### src/rtl/ks_pkg.sv
// Shared constants, FSM state encoding and slice-selection helper for the
// sequential wide KoggeStone adder.
package ks_pkg;
  localparam int SLICE_W    = 16;
  localparam int MAX_NWORDS = 16;
  localparam int MAX_W      = SLICE_W * MAX_NWORDS;

  typedef logic [1:0] state_t;
  localparam state_t IDLE = 2'd0;
  localparam state_t RUN  = 2'd1;
  localparam state_t DONE = 2'd2;

  // Operands are zero-extended to MAX_W so one helper serves every NWORDS.
  function automatic logic [SLICE_W-1:0] slice_sel(input logic [MAX_W-1:0] word,
                                                   input logic [3:0]       idx);
    logic [7:0] base;
    base = {idx, 4'b0000};
    return word[base +: SLICE_W];
  endfunction
endpackage

### src/rtl/KoggeStone.sv
// 16-bit Kogge-Stone parallel-prefix adder; carry-in is folded in as an
// extra prefix position below bit 0.
module KoggeStone (
  input  logic [15:0] A,
  input  logic [15:0] B,
  input  logic        Cin,
  output logic [15:0] S,
  output logic        Cout
);
  logic [16:0] gk, pk, gn, pn;

  always_comb begin
    gk = {A & B, Cin};
    pk = {A ^ B, 1'b0};
    gn = gk;
    pn = pk;
    for (int l = 0; l < 5; l++) begin
      gn = gk;
      pn = pk;
      for (int j = 0; j < 17; j++) begin
        if (j >= (1 << l)) begin
          gn[j] = gk[j] | (pk[j] & gk[j - (1 << l)]);
          pn[j] = pk[j] & pk[j - (1 << l)];
        end
      end
      gk = gn;
      pk = pn;
    end
  end

  // gk[i] is the carry into bit i after the prefix tree collapses.
  assign S    = (A ^ B) ^ gk[15:0];
  assign Cout = gk[16];
endmodule

### src/rtl/ks_wide_add_seq.sv
// Streams NWORDS x 16-bit operands through one KoggeStone slice, LSW first,
// registering the inter-slice carry and assembling the wide result.
module ks_wide_add_seq
  import ks_pkg::*;
#(
  parameter int NWORDS = 4
) (
  input  logic                    clk,
  input  logic                    rst,
  input  logic                    in_valid,
  output logic                    in_ready,
  input  logic [SLICE_W*NWORDS-1:0] in_a,
  input  logic [SLICE_W*NWORDS-1:0] in_b,
  input  logic                    in_sub,
  output logic                    out_valid,
  input  logic                    out_ready,
  output logic [SLICE_W*NWORDS-1:0] out_sum,
  output logic                    out_cout,
  output logic                    out_ovf
);
  localparam int W    = SLICE_W * NWORDS;
  localparam int IDXW = (NWORDS > 1) ? $clog2(NWORDS) : 1;

  state_t                         state_reg;
  logic [IDXW-1:0]                idx_reg;
  logic                           carry_reg;
  logic [W-1:0]                   a_reg, b_reg;
  logic                           sub_reg;
  logic [NWORDS-1:0][SLICE_W-1:0] sum_reg;
  logic                           cout_reg, ovf_reg, valid_reg;

  logic [SLICE_W-1:0] slice_a, slice_b, slice_s;
  logic               slice_cout, last_slice, a_top, b_top, ovf_next;

  assign slice_a = slice_sel(MAX_W'(a_reg), 4'(idx_reg));
  assign slice_b = slice_sel(MAX_W'(b_reg), 4'(idx_reg)) ^ {SLICE_W{sub_reg}};

  KoggeStone u_slice (
    .A    (slice_a),
    .B    (slice_b),
    .Cin  (carry_reg),
    .S    (slice_s),
    .Cout (slice_cout)
  );

  assign last_slice = (idx_reg == IDXW'(NWORDS - 1));
  assign a_top      = a_reg[W-1];
  assign b_top      = b_reg[W-1] ^ sub_reg;
  // Only meaningful on the top slice, where slice_s[15] is the result sign.
  assign ovf_next   = (a_top ~^ b_top) & (slice_s[SLICE_W-1] ^ a_top);

  always_ff @(posedge clk) begin
    if (rst) begin
      state_reg <= IDLE;
      idx_reg   <= '0;
      carry_reg <= 1'b0;
      a_reg     <= '0;
      b_reg     <= '0;
      sub_reg   <= 1'b0;
      sum_reg   <= '0;
      cout_reg  <= 1'b0;
      ovf_reg   <= 1'b0;
      valid_reg <= 1'b0;
    end else begin
      case (state_reg)
        IDLE: begin
          if (in_valid) begin
            a_reg     <= in_a;
            b_reg     <= in_b;
            sub_reg   <= in_sub;
            idx_reg   <= '0;
            carry_reg <= in_sub;
            state_reg <= RUN;
          end
        end
        RUN: begin
          sum_reg[idx_reg] <= slice_s;
          carry_reg        <= slice_cout;
          if (last_slice) begin
            idx_reg   <= '0;
            cout_reg  <= slice_cout;
            ovf_reg   <= ovf_next;
            valid_reg <= 1'b1;
            state_reg <= DONE;
          end else begin
            idx_reg <= idx_reg + IDXW'(1);
          end
        end
        DONE: begin
          if (out_ready) begin
            valid_reg <= 1'b0;
            state_reg <= IDLE;
          end
        end
        default: state_reg <= IDLE;
      endcase
    end
  end

  generate
    for (genvar gi = 0; gi < NWORDS; gi++) begin : g_sum
      assign out_sum[gi*SLICE_W +: SLICE_W] = sum_reg[gi];
    end
  endgenerate

  assign in_ready  = (state_reg == IDLE);
  assign out_valid = valid_reg;
  assign out_cout  = cout_reg;
  assign out_ovf   = ovf_reg;
endmodule

### config.mk
export PLATFORM = sky130hd
export DESIGN_NAME = ks_wide_add_seq
export DESIGN_NICKNAME = d
export VERILOG_FILES = /design/src/rtl/ks_pkg.sv /design/src/rtl/KoggeStone.sv /design/src/rtl/ks_wide_add_seq.sv
export SDC_FILE = /design/constraint.sdc
export NUM_CORES = 1
export LEC_CHECK = 0
export ABC_AREA = 1
export CORE_MARGIN = 2
export CORE_UTILIZATION = 55
export DETAILED_ROUTE_END_ITERATION = 8
export PLACE_DENSITY = 0.9
export SLEW_MARGIN = 20
export SYNTH_ARGS = -nofsm -noshare
export SYNTH_HDL_FRONTEND = slang
export SYNTH_SLANG_ARGS = --single-unit
export TNS_END_PERCENT = 100
### constraint.sdc
create_clock -name clk -period 4.4 [get_ports clk]
set_clock_uncertainty 0.05 [all_clocks]
set_input_delay 0.44 -clock clk [delete_from_list [all_inputs] [get_ports clk]]
set_output_delay 0.44 -clock clk [all_outputs]
set_load 0.03 [all_outputs]
# Yosys cells after proc, flatten, opt, wreduce, memory -nomap -nowiden
# Index checks and enable logic that the tools add are counted.
dict set report word_totals {
  out_inout_bits 68
  ff_bits 201
  word_cells 202
  inputBits 133
}
dict set report classes {
  reduce_logical 9
  n_eq_ne 6
  addsub 1
  order_cmp 2
  n_bitwise 154
  n_mux 15
  shifts 2
}
# operator count
set ops {}
lappend ops {{$shiftx A256 B7 Y16} 2}
lappend ops {{$and A1 B1 Y1} 93}
lappend ops {{$bwmux W64} 1}
lappend ops {{$or A1 B1 Y1} 54}
lappend ops {{$xor A16 B16 Y16} 3}
lappend ops {{$demux W16 S2} 1}
lappend ops {{$and A16 B16 Y16} 1}
lappend ops {{$mux W16} 1}
lappend ops {{$mux W2} 5}
lappend ops {{$ne A2 B2 Y1 const B} 3}
lappend ops {{$pmux W2 S3} 1}
lappend ops {{$reduce_and A2 Y1} 3}
lappend ops {{$reduce_and A3 Y1} 2}
lappend ops {{$eq A2 B2 Y1 const B} 2}
lappend ops {{$pmux W1 S2} 2}
lappend ops {{$pmux W2 S2} 1}
lappend ops {{$reduce_bool A2 Y1} 2}
lappend ops {{$lt A2 B3 Y1 const B} 1}
lappend ops {{$mux W1} 3}
lappend ops {{$add A2 B1 Y2 const B} 1}
lappend ops {{$eq A2 B1 Y1 const B} 1}
lappend ops {{$ge A2 B1 Y1 const B} 1}
lappend ops {{$logic_not A2 Y1} 1}
lappend ops {{$xor A1 B1 Y1} 2}
lappend ops {{2 further kinds} 2}

# Longest topological paths before layout
dict set report depth {
  ltp_word 14
  mapped_depth 19
  depth_no_buf 17
}

# Modules after synthesis
# Synthesis repeated with hierarchy kept, for this count alone.
dict set report hier_totals {
  cells_unflattened 1335
  area_unflattened_um2 9221.3
}
# mod instances cells_per_inst seq_area_each_um2 area_per_inst_um2
set modules_own_cells {}
lappend modules_own_cells {ks_wide_add_seq 1 1130 4023.9 8204.1}
lappend modules_own_cells {KoggeStone 1 205 0.0 1017.2}

# Worst setup path before layout
# No wires, ideal clock.
dict set report synth_timing {
  kind {register -> register}
  startpoint {register idx_reg[0]}
  endpoint {register sum_reg (netlist bit out_sum[15])}
  t_required_ns 4.236
  synth_period_minus_slack_ns 2.505
  path_stages_with_launch 15
  setup_ns 0.114
  path_slack_ns 1.895
  arrival_time_ns 2.341
  path_buffers 3
  cell_sequence {dfxtp_1 > buf_2 > buf_2 > clkbuf_1 > nor2_1 > o22ai_1 > ha_1 > a21oi_1 > nand2_1 > a21oi_1 > nand2_1 > nand2_1 > nand2_1 > o21bai_1 > inv_1}
}
dict set report synth_between {
  elab_chain_len 13
  elab_cells_between_ends 53
  classes_between {order compare (2); shift (2); mux (3); bitwise (45); reduce/logical (1)}
}
# element line
set synth_rtl {}
lappend synth_rtl {{from (decl)} ks_wide_add_seq.sv:25} ;# logic [IDXW-1:0] idx_reg;
lappend synth_rtl {{from (signal assigned)} ks_wide_add_seq.sv:86} ;# idx_reg <= idx_reg + IDXW'(1);
lappend synth_rtl {{$shiftx A256 B7 Y16} ks_pkg.sv:18} ;# return word[base +: SLICE_W];
lappend synth_rtl {{$xor A16 B16 Y16} ks_wide_add_seq.sv:36} ;# assign slice_b = slice_sel(MAX_W'(b_reg), 4'(idx_reg)) ^ {SLICE_W{sub_reg}};
lappend synth_rtl {{$xor A16 B16 Y16} {KoggeStone.sv:14, KoggeStone.sv:32}}
lappend synth_rtl {{$and A1 B1 Y1} KoggeStone.sv:22} ;# gn[j] = gk[j] | (pk[j] & gk[j - (1 << l)]);
lappend synth_rtl {{$or A1 B1 Y1} KoggeStone.sv:22}
lappend synth_rtl {{$and A1 B1 Y1} KoggeStone.sv:22}
lappend synth_rtl {{$or A1 B1 Y1} KoggeStone.sv:22}
lappend synth_rtl {{$and A1 B1 Y1} KoggeStone.sv:22}
lappend synth_rtl {{$or A1 B1 Y1} KoggeStone.sv:22}
lappend synth_rtl {{$and A1 B1 Y1} KoggeStone.sv:22}
lappend synth_rtl {{$or A1 B1 Y1} KoggeStone.sv:22}
lappend synth_rtl {{$xor A16 B16 Y16} KoggeStone.sv:32} ;# assign S = (A ^ B) ^ gk[15:0];
lappend synth_rtl {{$bwmux W64 *} ks_wide_add_seq.sv:77} ;# sum_reg[idx_reg] <= slice_s;
lappend synth_rtl {{to (signal, indexed assignment)} ks_wide_add_seq.sv:77}
lappend synth_rtl {{to (decl)} ks_wide_add_seq.sv:29} ;# logic [NWORDS-1:0][SLICE_W-1:0] sum_reg;
# Every way passes the cells marked *; elsewhere a longest branch is shown, timed or not.
# A chain may end at the register's enable or synchronous reset.

# Worst setup path after layout
dict set report layout_timing {
  startpoint {register idx_reg[1]}
  endpoint {register sum_reg (netlist bit out_sum[31])}
}
# Same word-level chain as after synthesis.

==> reports/metrics.cfg <==
[run_status]
run_status = finished, final reports clean

[run]
drv_cap = 0

[synth]
postSynthCellCount = 1256
syn_area_um2 = 9160
yosys.area.top_type_share_pct = 43.9
post-synth-top-area-cell = dfxtp_1
ys_types = 34
yosys_warnings = 0
syn-num-nets = 1410
synth_seq_cells = 201
avgSynthCellArea_um2 = 7.29
synthTopCellsByArea = dfxtp_1, nor2_1, o21ai_0
yosysSeqAreaShare_pct = 43.9

[placement]
post-dp-hpwl_mm = 18.3
numPortBuffers = 200
place_congestion = 0.913

[power_and_ir_drop]
pwr_density_cell_nw_per_um2 = 426
p_int_mw = 3.43
switching_share_pct = 31.8
comb_power_share_pct = 25.3
peakVddDrop_uv = 267
power_frac_clock_pct = 34.3
p_sw_mw = 1.60
power_leakage_nw = 5.20
pwr-share-seq_pct = 40.4

[clocking]
ctsResizeCount = 0
cts_buffer_depth = 3
clkSlewWorstSetupHoldPaths_ps = 70
cts_max_level = 1
clock_latency_ps = 490
clock-root-buffer = clkbuf_16
numCtsBuffers = 21
cts_tree = done
post_cts_buffers = 0
ctsHoldBuffers = 0
clock_sinks = 201

[layout]
syn_to_final_growth_pct = 28.9
nNetsFinal = 1558
diodes = 0
postLayoutCoreUtil_pct = 71.9
drive_above_1_share_pct = 4.65

[die]
initial_core_util_pct = 55.8
die_height_um = 133
rows = 47
pin_count = 201
die_w_um = 133
core_area_um2 = 16400
die-area_um2 = 17700

[global_routing]
grt_usage_pct = 29.0
grt_remaining_overflow = 0
grt_pass1_wl_mm = 41.7
antenna_found_initial = 0
grt_max_degree = 171
grt_pass1_vias = 8260

[sta]
tightest_slew_ps = 922
final_max_slew_viol_count = 0
maxSlewHeadroom_pct = 38.4
finalCritPeriodShare_pct = 77.4
hold_violations = 0
setup_viol = 0
post-route-min-period_ps = 3400
fmax_mhz = 294
setup_tns_ps = 0
rsz0062_at_grt = false

[min_path]
hold_class = reg2reg

[detailed_routing]
via_per_inst = 5.50
initialDrtViolationCount = 1016
dr.pass1.iters = 5
wire_per_inst_um = 15.8
ant_nets = 0
drc_errors = 0
totalWireLength_mm = 25.9
routed-via-count = 9007

[critical_path]
cp-start-kind = flop
cp-end-kind = flop
rrSetupSlack_ps = 1000
path_cells = buf_4, inv_1, buf_4, o21ai_0, o22ai_1, xor2_1, ha_1, a21oi_1, nand2_1, a21oi_1, nand2_1, nand2_1, nand2_1, o21bai_1, inv_1
max_stage_delay_ps = 360
crit_type = reg2reg
cp_num_cells = 15
r2r_cells = 15
path_common_cell = nand2_1
cp_max_fo = 36
critPathRequiredTime_ps = 4740
path_delay_family = compound AO/OA/AOI/OAI gates
cp.arrival_ps = 3740
reg2reg_from = idx_reg[1]
r2r_end = out_sum[31]
crit_start = idx_reg[1]
crit_buf_inv = 4
crit_path_end = out_sum[31]
critical-path-slowest-cell = inv_1

==> worst register-to-register path: stages, from the launching register on <==
cell,delay [ps]
dfxtp_1,300
buf_4,240
inv_1,370
buf_4,290
o21ai_0,140
o22ai_1,210
xor2_1,230
ha_1,340
a21oi_1,250
nand2_1,110
a21oi_1,230
nand2_1,110
nand2_1,110
nand2_1,120
o21bai_1,160
inv_1,50
==> Yosys cell counts <==
cell type and instances:
a21oi_2 4, buf_2 45, ha_1 20, nor3_1 4
nor2_1 333, o21a_1 18, o21bai_2 1, o22ai_1 32
or2_1 1, o21bai_1 40, nor2_2 1, buf_1 1
buf_4 4, nand2_1 87, clkbuf_1 34, and2_4 1
a21o_1 1, nor2_4 1, inv_2 4, inv_1 86
or2_4 1, or2_2 1, xnor2_1 3, nand2_2 7
nand3_1 33, xor2_1 23, dfxtp_1 201, o211ai_1 4
o21ai_1 4, o21ai_0 231, fa_1 1, nand3b_1 1
a21oi_1 25, nand3_2 3
==> power by group through the flow <==
stage          Clock [mW]  Combinational [mW]  Sequential (mW)
3_3_place_gp            0                1.23             2.07
3_5_place_dp            0                1.25             2.07
2_1_floorplan           0               0.770             2.10
5_1_grt              1.82                1.40             2.05
6_report             1.73                1.27             2.04
4_1_cts              1.72                1.26             2.03
==> cell type report <==
class,instances,area [um^2]
timing repair buffer,209,2080
fill,1258,4600
tap,220,275
sequential,201,4030
inverter,90,344
clock inverter,4,50.0
multi-input combinational,881,4420
clock buffer,33,611
==> metrics by stage <==
stage	power (mW)	worst slack (ps)	instance area [um^2]	cells	hold WS (ps)
after floorplan	2.87	1900	9160	1256	399
after global placement	3.29	1190	11100	1601	403
after detailed placement	3.32	1170	11100	1601	415
after CTS	5.01	1110	11800	1638	426
after global routing	5.26	713	11800	1638	444
final	5.03	996	11800	1638	426
==> routing by layer <==
layer	GRT usage [%]	vias to the layer above	routed length, um
met4	10.3	0	862
met1	39.7	4131	11000
met3	3.49	65	2050
met5	0	-	0
li1	-	4393	-
met2	47.3	418	12000
==> placed cells by master, fill, tap and decap left out, types with 2 or more instances in the layout <==
cell / n
nor3_1: 4
o22ai_1: 32
clkinv_2: 2
nand3_1: 33
o21a_1: 18
clkbuf_1: 8
nand3_2: 3
o21bai_1: 40
clkdlybuf4s50_1: 200
dfxtp_1: 200
ha_1: 20
buf_4: 8
nand2_1: 86
xor2_1: 23
inv_1: 84
inv_2: 4
o21ai_1: 4
xnor2_1: 3
o211ai_1: 4
a21oi_2: 4
a21oi_1: 25
clkbuf_16: 21
nand2_2: 7
clkinvlp_4: 2
clkbuf_8: 4
nor2_1: 333
o21ai_0: 231
==> cells by family (layout without fill, tap and decap cells) <==
kind of cell / after synthesis / after routing / share of synthesized area (%)
and+or+nand+nor: 474 / 474 / 20.6
AOI/OAI and AO/OA: 360 / 360 / 22.1
DFF: 201 / 201 / 43.9
buffers and inverters: 174 / 336 / 7.91
xor gates and xnor gates: 26 / 26 / 2.49
adders and majority gates: 21 / 21 / 2.95
==> worst min path at each step <==
stage | startpoint | end | slack (ps) | cells past startpoint
2_1_floorplan | a_reg[32] | a_reg[32] | 400 | 2
3_3_place_gp | out_sum[32] | out_sum[32] | 400 | 2
3_5_place_dp | b_reg[33] | b_reg[33] | 410 | 2
4_1_cts | out_sum[32] | out_sum[32] | 430 | 2
5_1_grt | b_reg[33] | b_reg[33] | 440 | 2
6_report | out_sum[32] | out_sum[32] | 430 | 2
(Power assumes the default switching activity.)
